==> config.mk <==
export PLATFORM = sky130hd
export DESIGN_NAME = rtc_access_sequencer_flat
export DESIGN_NICKNAME = d
export VERILOG_FILES = /design/src/rtl/rtc_access_sequencer_if.sv /design/src/rtl/rtc_access_sequencer.sv /design/src/flat_wrapper.sv
export SDC_FILE = /design/constraint.sdc
export NUM_CORES = 1
export LEC_CHECK = 0
export ABC_AREA = 1
export CAP_MARGIN = 0
export CORE_ASPECT_RATIO = 0.5
export CORE_MARGIN = 2
export CORE_UTILIZATION = 43
export CTS_CLUSTER_DIAMETER = 150
export DETAILED_ROUTE_END_ITERATION = 6
export HOLD_SLACK_MARGIN = 0.1
export PLACE_DENSITY = 0.82
export SYNTH_ARGS = -nofsm -noshare
export SYNTH_HDL_FRONTEND = slang
export SYNTH_SLANG_ARGS = --single-unit
==> constraint.sdc <==
create_clock -name clk -period 2.25 [get_ports clk]
set_input_delay 0.225 -clock clk [delete_from_list [all_inputs] [get_ports clk]]
set_output_delay 0.225 -clock clk [all_outputs]
set_load 0.005 [all_outputs]
==> src/rtl/rtc_access_sequencer_if.sv <==
// -----------------------------------------------------------------------------
// rtc_access_sequencer_if
// Request/acknowledge register bus between the RTC access sequencer and the
// RTC interface driver.
//
//   rtc_req   : transfer request, held until rtc_ack
//   rtc_wr    : 1 = write, 0 = read
//   rtc_addr  : RTC register address
//   rtc_wdata : write data
//   rtc_ack   : transfer complete (one cycle)
//   rtc_rdata : read data, valid while rtc_ack = 1
//
// master = sequencer side, slave = RTC driver side.
// -----------------------------------------------------------------------------
interface rtc_access_sequencer_if;
   logic       rtc_req;
   logic       rtc_wr;
   logic [7:0] rtc_addr;
   logic [7:0] rtc_wdata;
   logic       rtc_ack;
   logic [7:0] rtc_rdata;

   modport master (
      output rtc_req, rtc_wr, rtc_addr, rtc_wdata,
      input  rtc_ack, rtc_rdata
   );

   modport slave (
      input  rtc_req, rtc_wr, rtc_addr, rtc_wdata,
      output rtc_ack, rtc_rdata
   );
endinterface

==> src/rtl/rtc_access_sequencer.sv <==
// -----------------------------------------------------------------------------
// rtc_access_sequencer
// Sequences all register traffic between the clock/date/timer configuration
// counters and the RTC interface driver.
//   - Holds the configuration mode written by the PicoBlaze (port 8'h12) and
//     drives it to the configuration counters.
//   - A commit (port 8'h13 bit 0) writes the three counter values selected by
//     the mode to the RTC as a three-byte burst.
//   - read_tick requests a six-byte read burst of the time/date registers.
//   - Commit and read bursts share one req/ack bus; commit wins when both
//     are pending.
//
// Ports:
//   clk, reset           : system clock, asynchronous active-high reset
//   port_id, in_dato     : PicoBlaze port address / output data
//   write_strobe,
//   k_write_strobe       : PicoBlaze write strobes (either one writes)
//   btn_data_*           : live counter values (time, date, timer)
//   read_tick            : one-cycle request for a read burst
//   config_mode          : current mode (0 normal, 1 time, 2 date, 4 timer)
//   rtc                  : req/ack bus to the RTC driver (master side)
//   rd_valid/addr/data   : one pulse per byte returned by a read burst
//   busy                 : a burst is in progress
//   done                 : one-cycle pulse when a commit burst completes
//   err                  : sticky ack timeout flag, cleared by port 8'h13 bit 7
// -----------------------------------------------------------------------------
module rtc_access_sequencer #(
   parameter int TIMEOUT_CYC = 1023,
   parameter int TW          = 10
) (
   input  logic       clk,
   input  logic       reset,
   input  logic [7:0] port_id,
   input  logic [7:0] in_dato,
   input  logic       write_strobe,
   input  logic       k_write_strobe,
   input  logic [7:0] btn_data_SS,
   input  logic [7:0] btn_data_MM,
   input  logic [7:0] btn_data_HH,
   input  logic [7:0] btn_data_YEAR,
   input  logic [7:0] btn_data_MES,
   input  logic [7:0] btn_data_DAY,
   input  logic [7:0] btn_data_SS_T,
   input  logic [7:0] btn_data_MM_T,
   input  logic [7:0] btn_data_HH_T,
   input  logic       read_tick,
   output logic [2:0] config_mode,
   rtc_access_sequencer_if.master rtc,
   output logic       rd_valid,
   output logic [7:0] rd_addr,
   output logic [7:0] rd_data,
   output logic       busy,
   output logic       done,
   output logic       err
);

   typedef enum logic [1:0] {
      IDLE,
      REQ,
      GAP
   } state_t;

   localparam logic [7:0] PORT_MODE = 8'h12;
   localparam logic [7:0] PORT_CTRL = 8'h13;
   localparam logic [7:0] RD_BASE   = 8'h21;
   localparam logic [2:0] WR_LAST   = 3'd2;
   localparam logic [2:0] RD_LAST   = 3'd5;

   state_t        state;
   logic [2:0]    idx;
   logic [2:0]    burst_mode;   // mode captured at commit start, drives the address map
   logic [TW-1:0] tcnt;
   logic          commit_pend;
   logic          read_pend;
   logic [7:0]    snap [3];     // counter values frozen for the running commit
   logic [7:0]    live [3];     // counter values selected by the current mode

   logic          strobe;
   logic          mode_wr;
   logic          ctrl_wr;
   logic          mode_ok;
   logic [2:0]    nxt_idx;
   logic          last_idx;
   logic          timeout_hit;
   logic          unused_ok;

   assign strobe      = write_strobe | k_write_strobe;
   assign mode_wr     = strobe && (port_id == PORT_MODE);
   assign ctrl_wr     = strobe && (port_id == PORT_CTRL);
   assign mode_ok     = in_dato[2:0] inside {3'd0, 3'd1, 3'd2, 3'd4};
   assign nxt_idx     = idx + 3'd1;
   assign last_idx    = rtc.rtc_wr ? (idx == WR_LAST) : (idx == RD_LAST);
   // Comparing against TIMEOUT_CYC-1 keeps rtc_req high for exactly
   // TIMEOUT_CYC cycles when no ack arrives.
   assign timeout_hit = (tcnt == TW'(TIMEOUT_CYC - 1));
   assign unused_ok   = &{1'b0, in_dato[6:3]};

   // NOTE: every output of a combinational block gets a default first so no
   // path through the case can leave it unassigned and infer a latch.
   always_comb begin
      live[0] = btn_data_SS;
      live[1] = btn_data_MM;
      live[2] = btn_data_HH;
      case (config_mode)
         3'd2: begin
            live[0] = btn_data_DAY;
            live[1] = btn_data_MES;
            live[2] = btn_data_YEAR;
         end
         3'd4: begin
            live[0] = btn_data_SS_T;
            live[1] = btn_data_MM_T;
            live[2] = btn_data_HH_T;
         end
         default: ;
      endcase
   end

   // First RTC register of the three-byte write group for a mode.
   function automatic logic [7:0] wr_base(input logic [2:0] mode);
      case (mode)
         3'd2:    wr_base = 8'h24;
         3'd4:    wr_base = 8'h41;
         default: wr_base = 8'h21;
      endcase
   endfunction

   // NOTE: all state is updated with non-blocking assignments so every
   // register samples the pre-edge values regardless of statement order;
   // later assignments in this block deliberately override earlier ones.
   always_ff @(posedge clk or posedge reset) begin
      if (reset) begin
         state         <= IDLE;
         idx           <= '0;
         burst_mode    <= '0;
         tcnt          <= '0;
         commit_pend   <= 1'b0;
         read_pend     <= 1'b0;
         config_mode   <= '0;
         rtc.rtc_req   <= 1'b0;
         rtc.rtc_wr    <= 1'b0;
         rtc.rtc_addr  <= '0;
         rtc.rtc_wdata <= '0;
         rd_valid      <= 1'b0;
         rd_addr       <= '0;
         rd_data       <= '0;
         busy          <= 1'b0;
         done          <= 1'b0;
         err           <= 1'b0;
         // NOTE: the snapshot is only three bytes and feeds rtc_wdata, so it
         // is reset rather than left unknown like a RAM would be.
         for (int i = 0; i < 3; i++) snap[i] <= '0;
      end else begin
         done     <= 1'b0;
         rd_valid <= 1'b0;

         if (mode_wr && state == IDLE && mode_ok) config_mode <= in_dato[2:0];
         if (ctrl_wr && in_dato[7])               err         <= 1'b0;

         case (state)
            IDLE: begin
               if (commit_pend) begin
                  commit_pend <= 1'b0;
                  // A mode-0 commit cannot normally be pending; drop it quietly.
                  if (config_mode != 3'd0) begin
                     snap          <= live;
                     burst_mode    <= config_mode;
                     idx           <= '0;
                     rtc.rtc_wr    <= 1'b1;
                     rtc.rtc_addr  <= wr_base(config_mode);
                     rtc.rtc_wdata <= live[0];
                     rtc.rtc_req   <= 1'b1;
                     busy          <= 1'b1;
                     state         <= REQ;
                  end
               end else if (read_pend) begin
                  read_pend     <= 1'b0;
                  idx           <= '0;
                  rtc.rtc_wr    <= 1'b0;
                  rtc.rtc_addr  <= RD_BASE;
                  rtc.rtc_wdata <= '0;
                  rtc.rtc_req   <= 1'b1;
                  busy          <= 1'b1;
                  state         <= REQ;
               end
            end

            REQ: begin
               if (rtc.rtc_ack) begin
                  rtc.rtc_req <= 1'b0;
                  state       <= GAP;
                  if (!rtc.rtc_wr) begin
                     rd_valid <= 1'b1;
                     rd_addr  <= rtc.rtc_addr;
                     rd_data  <= rtc.rtc_rdata;
                  end
               end else if (timeout_hit) begin
                  // Abandon the rest of the burst; mode stays for a retry.
                  err         <= 1'b1;
                  rtc.rtc_req <= 1'b0;
                  tcnt        <= '0;
                  busy        <= 1'b0;
                  state       <= IDLE;
               end else begin
                  tcnt <= tcnt + 1'b1;
               end
            end

            GAP: begin
               tcnt <= '0;
               if (last_idx) begin
                  busy  <= 1'b0;
                  state <= IDLE;
                  if (rtc.rtc_wr) begin
                     done        <= 1'b1;
                     config_mode <= '0;
                  end
               end else begin
                  idx         <= nxt_idx;
                  rtc.rtc_req <= 1'b1;
                  state       <= REQ;
                  if (rtc.rtc_wr) begin
                     rtc.rtc_addr  <= wr_base(burst_mode) + {5'd0, nxt_idx};
                     rtc.rtc_wdata <= snap[nxt_idx[1:0]];
                  end else begin
                     rtc.rtc_addr  <= RD_BASE + {5'd0, nxt_idx};
                  end
               end
            end

            default: begin
               rtc.rtc_req <= 1'b0;
               busy        <= 1'b0;
               state       <= IDLE;
            end
         endcase

         // New requests win over the consume in IDLE so none is lost.
         if (ctrl_wr && in_dato[0] && config_mode != 3'd0) commit_pend <= 1'b1;
         if (read_tick)                                    read_pend   <= 1'b1;
      end
   end

endmodule

==> src/flat_wrapper.sv <==
// flat-port wrapper written by rule: the top's interface ports become plain ports
module rtc_access_sequencer_flat 
#(
   parameter int TIMEOUT_CYC = 1023,
   parameter int TW          = 10
)
  (clk, reset, port_id, in_dato, write_strobe, k_write_strobe, btn_data_SS, btn_data_MM, btn_data_HH, btn_data_YEAR, btn_data_MES, btn_data_DAY, btn_data_SS_T, btn_data_MM_T, btn_data_HH_T, read_tick, config_mode, rd_valid, rd_addr, rd_data, busy, done, err, rtc_rtc_req, rtc_rtc_wr, rtc_rtc_addr, rtc_rtc_wdata, rtc_rtc_ack, rtc_rtc_rdata);
  rtc_access_sequencer_if rtc_i ();
  input  logic clk;
  input  logic reset;
  input  logic [7:0] port_id;
  input  logic [7:0] in_dato;
  input  logic write_strobe;
  input  logic k_write_strobe;
  input  logic [7:0] btn_data_SS;
  input  logic [7:0] btn_data_MM;
  input  logic [7:0] btn_data_HH;
  input  logic [7:0] btn_data_YEAR;
  input  logic [7:0] btn_data_MES;
  input  logic [7:0] btn_data_DAY;
  input  logic [7:0] btn_data_SS_T;
  input  logic [7:0] btn_data_MM_T;
  input  logic [7:0] btn_data_HH_T;
  input  logic read_tick;
  output logic [2:0] config_mode;
  output logic rd_valid;
  output logic [7:0] rd_addr;
  output logic [7:0] rd_data;
  output logic busy;
  output logic done;
  output logic err;
  output wire logic [$bits(rtc_i.rtc_req)-1:0] rtc_rtc_req;
  output wire logic [$bits(rtc_i.rtc_wr)-1:0] rtc_rtc_wr;
  output wire logic [$bits(rtc_i.rtc_addr)-1:0] rtc_rtc_addr;
  output wire logic [$bits(rtc_i.rtc_wdata)-1:0] rtc_rtc_wdata;
  input wire logic [$bits(rtc_i.rtc_ack)-1:0] rtc_rtc_ack;
  input wire logic [$bits(rtc_i.rtc_rdata)-1:0] rtc_rtc_rdata;
  assign rtc_rtc_req = rtc_i.rtc_req;
  assign rtc_rtc_wr = rtc_i.rtc_wr;
  assign rtc_rtc_addr = rtc_i.rtc_addr;
  assign rtc_rtc_wdata = rtc_i.rtc_wdata;
  assign rtc_i.rtc_ack = rtc_rtc_ack;
  assign rtc_i.rtc_rdata = rtc_rtc_rdata;
  rtc_access_sequencer #(.TIMEOUT_CYC(TIMEOUT_CYC), .TW(TW)) u_core (.clk(clk), .reset(reset), .port_id(port_id), .in_dato(in_dato), .write_strobe(write_strobe), .k_write_strobe(k_write_strobe), .btn_data_SS(btn_data_SS), .btn_data_MM(btn_data_MM), .btn_data_HH(btn_data_HH), .btn_data_YEAR(btn_data_YEAR), .btn_data_MES(btn_data_MES), .btn_data_DAY(btn_data_DAY), .btn_data_SS_T(btn_data_SS_T), .btn_data_MM_T(btn_data_MM_T), .btn_data_HH_T(btn_data_HH_T), .read_tick(read_tick), .config_mode(config_mode), .rtc(rtc_i), .rd_valid(rd_valid), .rd_addr(rd_addr), .rd_data(rd_data), .busy(busy), .done(done), .err(err));
endmodule
==> results.yml <==
worst_setup_path:
  cp_max_fo: 11
  crit_slowest_cell: "ha_1"
  r2r-start: "u_core.idx[1]"
  r2r_cells: 8
  cp-end-kind: "flop"
  crit_buf_inv: 1
  path_cells: "ha_1, inv_1, o21ai_0, o21ai_0, nand2_1, nand2_1, nand2_1, nand2_1"
  r2r-end: "u_core.rtc.rtc_wdata[5]"
  start_kind: "flop"
  worstSetupPathType: "reg -> reg"
  max_stage_delay_ns: 0.49
  cp_common_cell: "nand2_1"
  cp.arrival_ns: 2.22
  rrSetupSlack_ns: 0.30
  cp.required_ns: 2.53
  crit_family: "adder cells"
clock_network:
  cts_max_level: 3
  hold_buffers: 0
  clk-insertion-delay-late_ns: 0.34
  cts_resized: 0
  clock-sinks: 81
  cts_tree: "built"
  numCtsBuffers: 9
  root_buffer: "clkbuf_16"
  post_cts_buffers: 0
  clkTransAtPathRegs_ns: 0.06
  cts_buffer_depth: 2
synthesis:
  synth_cells: 631
  ys_seq_area_frac: 0.443
  synth_top_area_frac: 0.443
  avgSynthCellArea_sq_um: 7.26
  postSynth.asyncResetShare: 1.00
  synth.area.top_cells: "dfrtp_1 (44%), nand2_1 (20%), nand3_1 (10%), o21ai_0 (4.0%), inv_1 (3.7%)"
  synth_warnings: 0
  ys.flop_type: "dfrtp_1"
  synthTopCellsByCount: "nand2_1 (249), nand3_1 (95), dfrtp_1 (81)"
  ys_types: 34
  yosys_register_bits: 81
  synth_edf_count: 0
  yosysMostFrequentCell: "nand2_1"
  yosysTopAreaCell: "dfrtp_1"
  syn_area_sq_um: 4580
die:
  initial_core_util: 0.445
  ioPinCount: 143
  fp.dieH_um: 77.0
  core_sq_um: 10300
  die_x_um: 150
  die_area_sq_um: 11500
  row_count: 26
drt:
  antenna_left: 0
  drt_iter0_markers: 341
  route.detailed.drc: 0
  finalWirelength_um: 12100
  post_drt_wl_per_cell_um: 13.5
  vias_per_cell: 4.97
  via_count: 4482
  firstDrtPassIters: 5
power_and_ir_drop:
  powerDensity_nw_per_um2: 856
  internal_power_uw: 3490
  swShare: 0.347
  p_leak_uw: 0.00292
  p_seq_frac: 0.370
  p_clk_frac: 0.255
  ir_drop_mv: 0.386
  p_switching_uw: 1860
  power_uw: 5350
  pwr-share-comb: 0.376
timing:
  fmax_mhz: 514
  hold_viol: 0
  rsz0062_at_grt: "no"
  maxSlewViolCount: 0
  fin_crit_sh: 0.864
  finClkSkew_ns: 0.00531
  finalCriticalPeriod_ns: 1.95
  finalSetupViolations: 0
  tightest_slew_ns: 0.640
  tns_ns: 0
  relSlewSlack: 0.573
global_route:
  grt_overflow: 0
  grt_max_degree: 82
  track_usage: 0.219
  antenna_found_initial: 0
  grt_pass1_vias: 4383
  grt_pass1_wl_um: 20300
worst_hold_path:
  hp-class: "in -> async"
finish:
  antenna_cells: 0
  fin_cells: 902
  syn2layout_area_growth_pct: 36.4
  drive_above_1_share: 0.0591
  fillers: 908
  fin_nets: 865
place:
  port_buffers: 134
  gp_congestion: 0.849
  dpl.hpwl_um: 8860
  place_inst: 886
run:
  maxCapViolCount: 0
outcome:
  status: "finished clean"
## stage by stage
| step | util | instance area [sq um] | hold WS [ns] | setup slack [ns] |
|---|---|---|---|---|
| after floorplan | - | 4590 | 0.323 | 0.632 |
| after global placement | 0.581 | 5970 | 0.453 | 0.496 |
| after detailed placement | 0.581 | 5970 | 0.457 | 0.400 |
| after CTS | 0.608 | 6250 | 0.383 | 0.338 |
| after global routing | 0.608 | 6250 | 0.391 | 0.216 |
| final | 0.608 | 6250 | 0.342 | 0.305 |
## cell usage in the layout, fill, tap and decap left out, types with 2 or more instances in the layout
| master | Yosys | routed |
|---|---|---|
| nand3_2 | 3 | 3 |
| inv_1 | 45 | 44 |
| nand3_1 | 95 | 95 |
| nor2_2 | 2 | 2 |
| o21ai_1 | 5 | 5 |
| dfrtp_1 | 81 | 81 |
| nand4_1 | 3 | 3 |
| nor2_4 | 4 | 4 |
| xnor2_1 | 3 | 3 |
| o21bai_1 | 3 | 3 |
| buf_4 | 12 | 6 |
| nor2_1 | 33 | 33 |
| clkinv_2 | 0 | 3 |
| nand2_2 | 4 | 4 |
| o22ai_1 | 7 | 7 |
| o21ai_0 | 37 | 37 |
| clkbuf_8 | 0 | 2 |
| conb_1 | 1 | 4 |
| inv_2 | 6 | 6 |
| nor3_1 | 2 | 2 |
| clkbuf_16 | 0 | 9 |
| ha_1 | 6 | 6 |
| clkdlybuf4s50_1 | 0 | 134 |
| clkbuf_1 | 1 | 2 |
| nand2_1 | 249 | 249 |
| xor2_1 | 3 | 3 |
## routing by layer
metal,wire (um),up-vias,share of wire,track usage
met2,5940,129,0.49,0.380
met5,0,-,0,0
met3,665,16,0.055,0.0512
met1,5380,2082,0.44,0.271
met4,152,0,0.013,0.0651
li1,-,2255,-,-
## kinds of logic after synthesis
group           count (synthesis)  share of synthesized area
fa+ha+maj                       6                     0.0164
xor+xnor                        6                     0.0115
buf+inv                        81                     0.0880
flops                          81                      0.443
compound gates                 56                     0.0667
simple gates                  400                      0.374
other cells                     1                   0.000819
## flip-flops by register name, summed over array words and instances, names as in the netlist
register	count
u_core.rd_valid	1
u_core.rd_data	8
u_core.rtc.rtc_addr	6
u_core.rd_addr	6
u_core.commit_pend	1
u_core.config_mode	3
u_core.done	1
u_core.busy	1
u_core.read_pend	1
u_core.tcnt	10
u_core.snap	24
u_core.rtc.rtc_wr	1
u_core.rtc.rtc_req	1
u_core.err	1
u_core.burst_mode	3
u_core.idx	3
u_core.state	2
u_core.rtc.rtc_wdata	8
## power by group through the flow
stage	Combinational (uW)	Sequential [uW]	Clock, uW
CTS	2020	1980	1380
finish	2010	1980	1360
floorplan	1120	1980	0
global placement	1970	1980	0
global route	2230	2020	1450
detailed placement	2010	2000	0
## worst max path at each step
stage,cells after the start,slack (ns),start,to
2_1_floorplan,7,0.63,u_core.idx[0],u_core.rtc.rtc_addr[3]
6_report,8,0.30,u_core.idx[1],u_core.rtc.rtc_wdata[5]
3_5_place_dp,8,0.40,u_core.idx[1],u_core.rtc.rtc_wdata[5]
5_1_grt,8,0.22,u_core.idx[1],u_core.rtc.rtc_wdata[7]
4_1_cts,2,0.34,u_core.config_mode[1],config_mode[1]
3_3_place_gp,8,0.50,u_core.idx[1],u_core.rtc.rtc_wdata[0]
## cell type report
| class | count | area (sq um) | area share |
|---|---|---|---|
| repair buffers | 141 | 1410 | 0.225 |
| well taps | 140 | 175 | 0.0280 |
| clock inverters | 3 | 15.0 | 0.00240 |
| multi-input cells | 472 | 2160 | 0.346 |
| clock buffers | 13 | 260 | 0.0417 |
| flip-flops and latches | 81 | 2030 | 0.325 |
| inverters | 52 | 201 | 0.0323 |
## tightest hold or removal path, delay by kind of cell
family   cells  cell delay, ns
buf+inv      3            0.88
No activity file was read; power rests on OpenSTA's default activity.
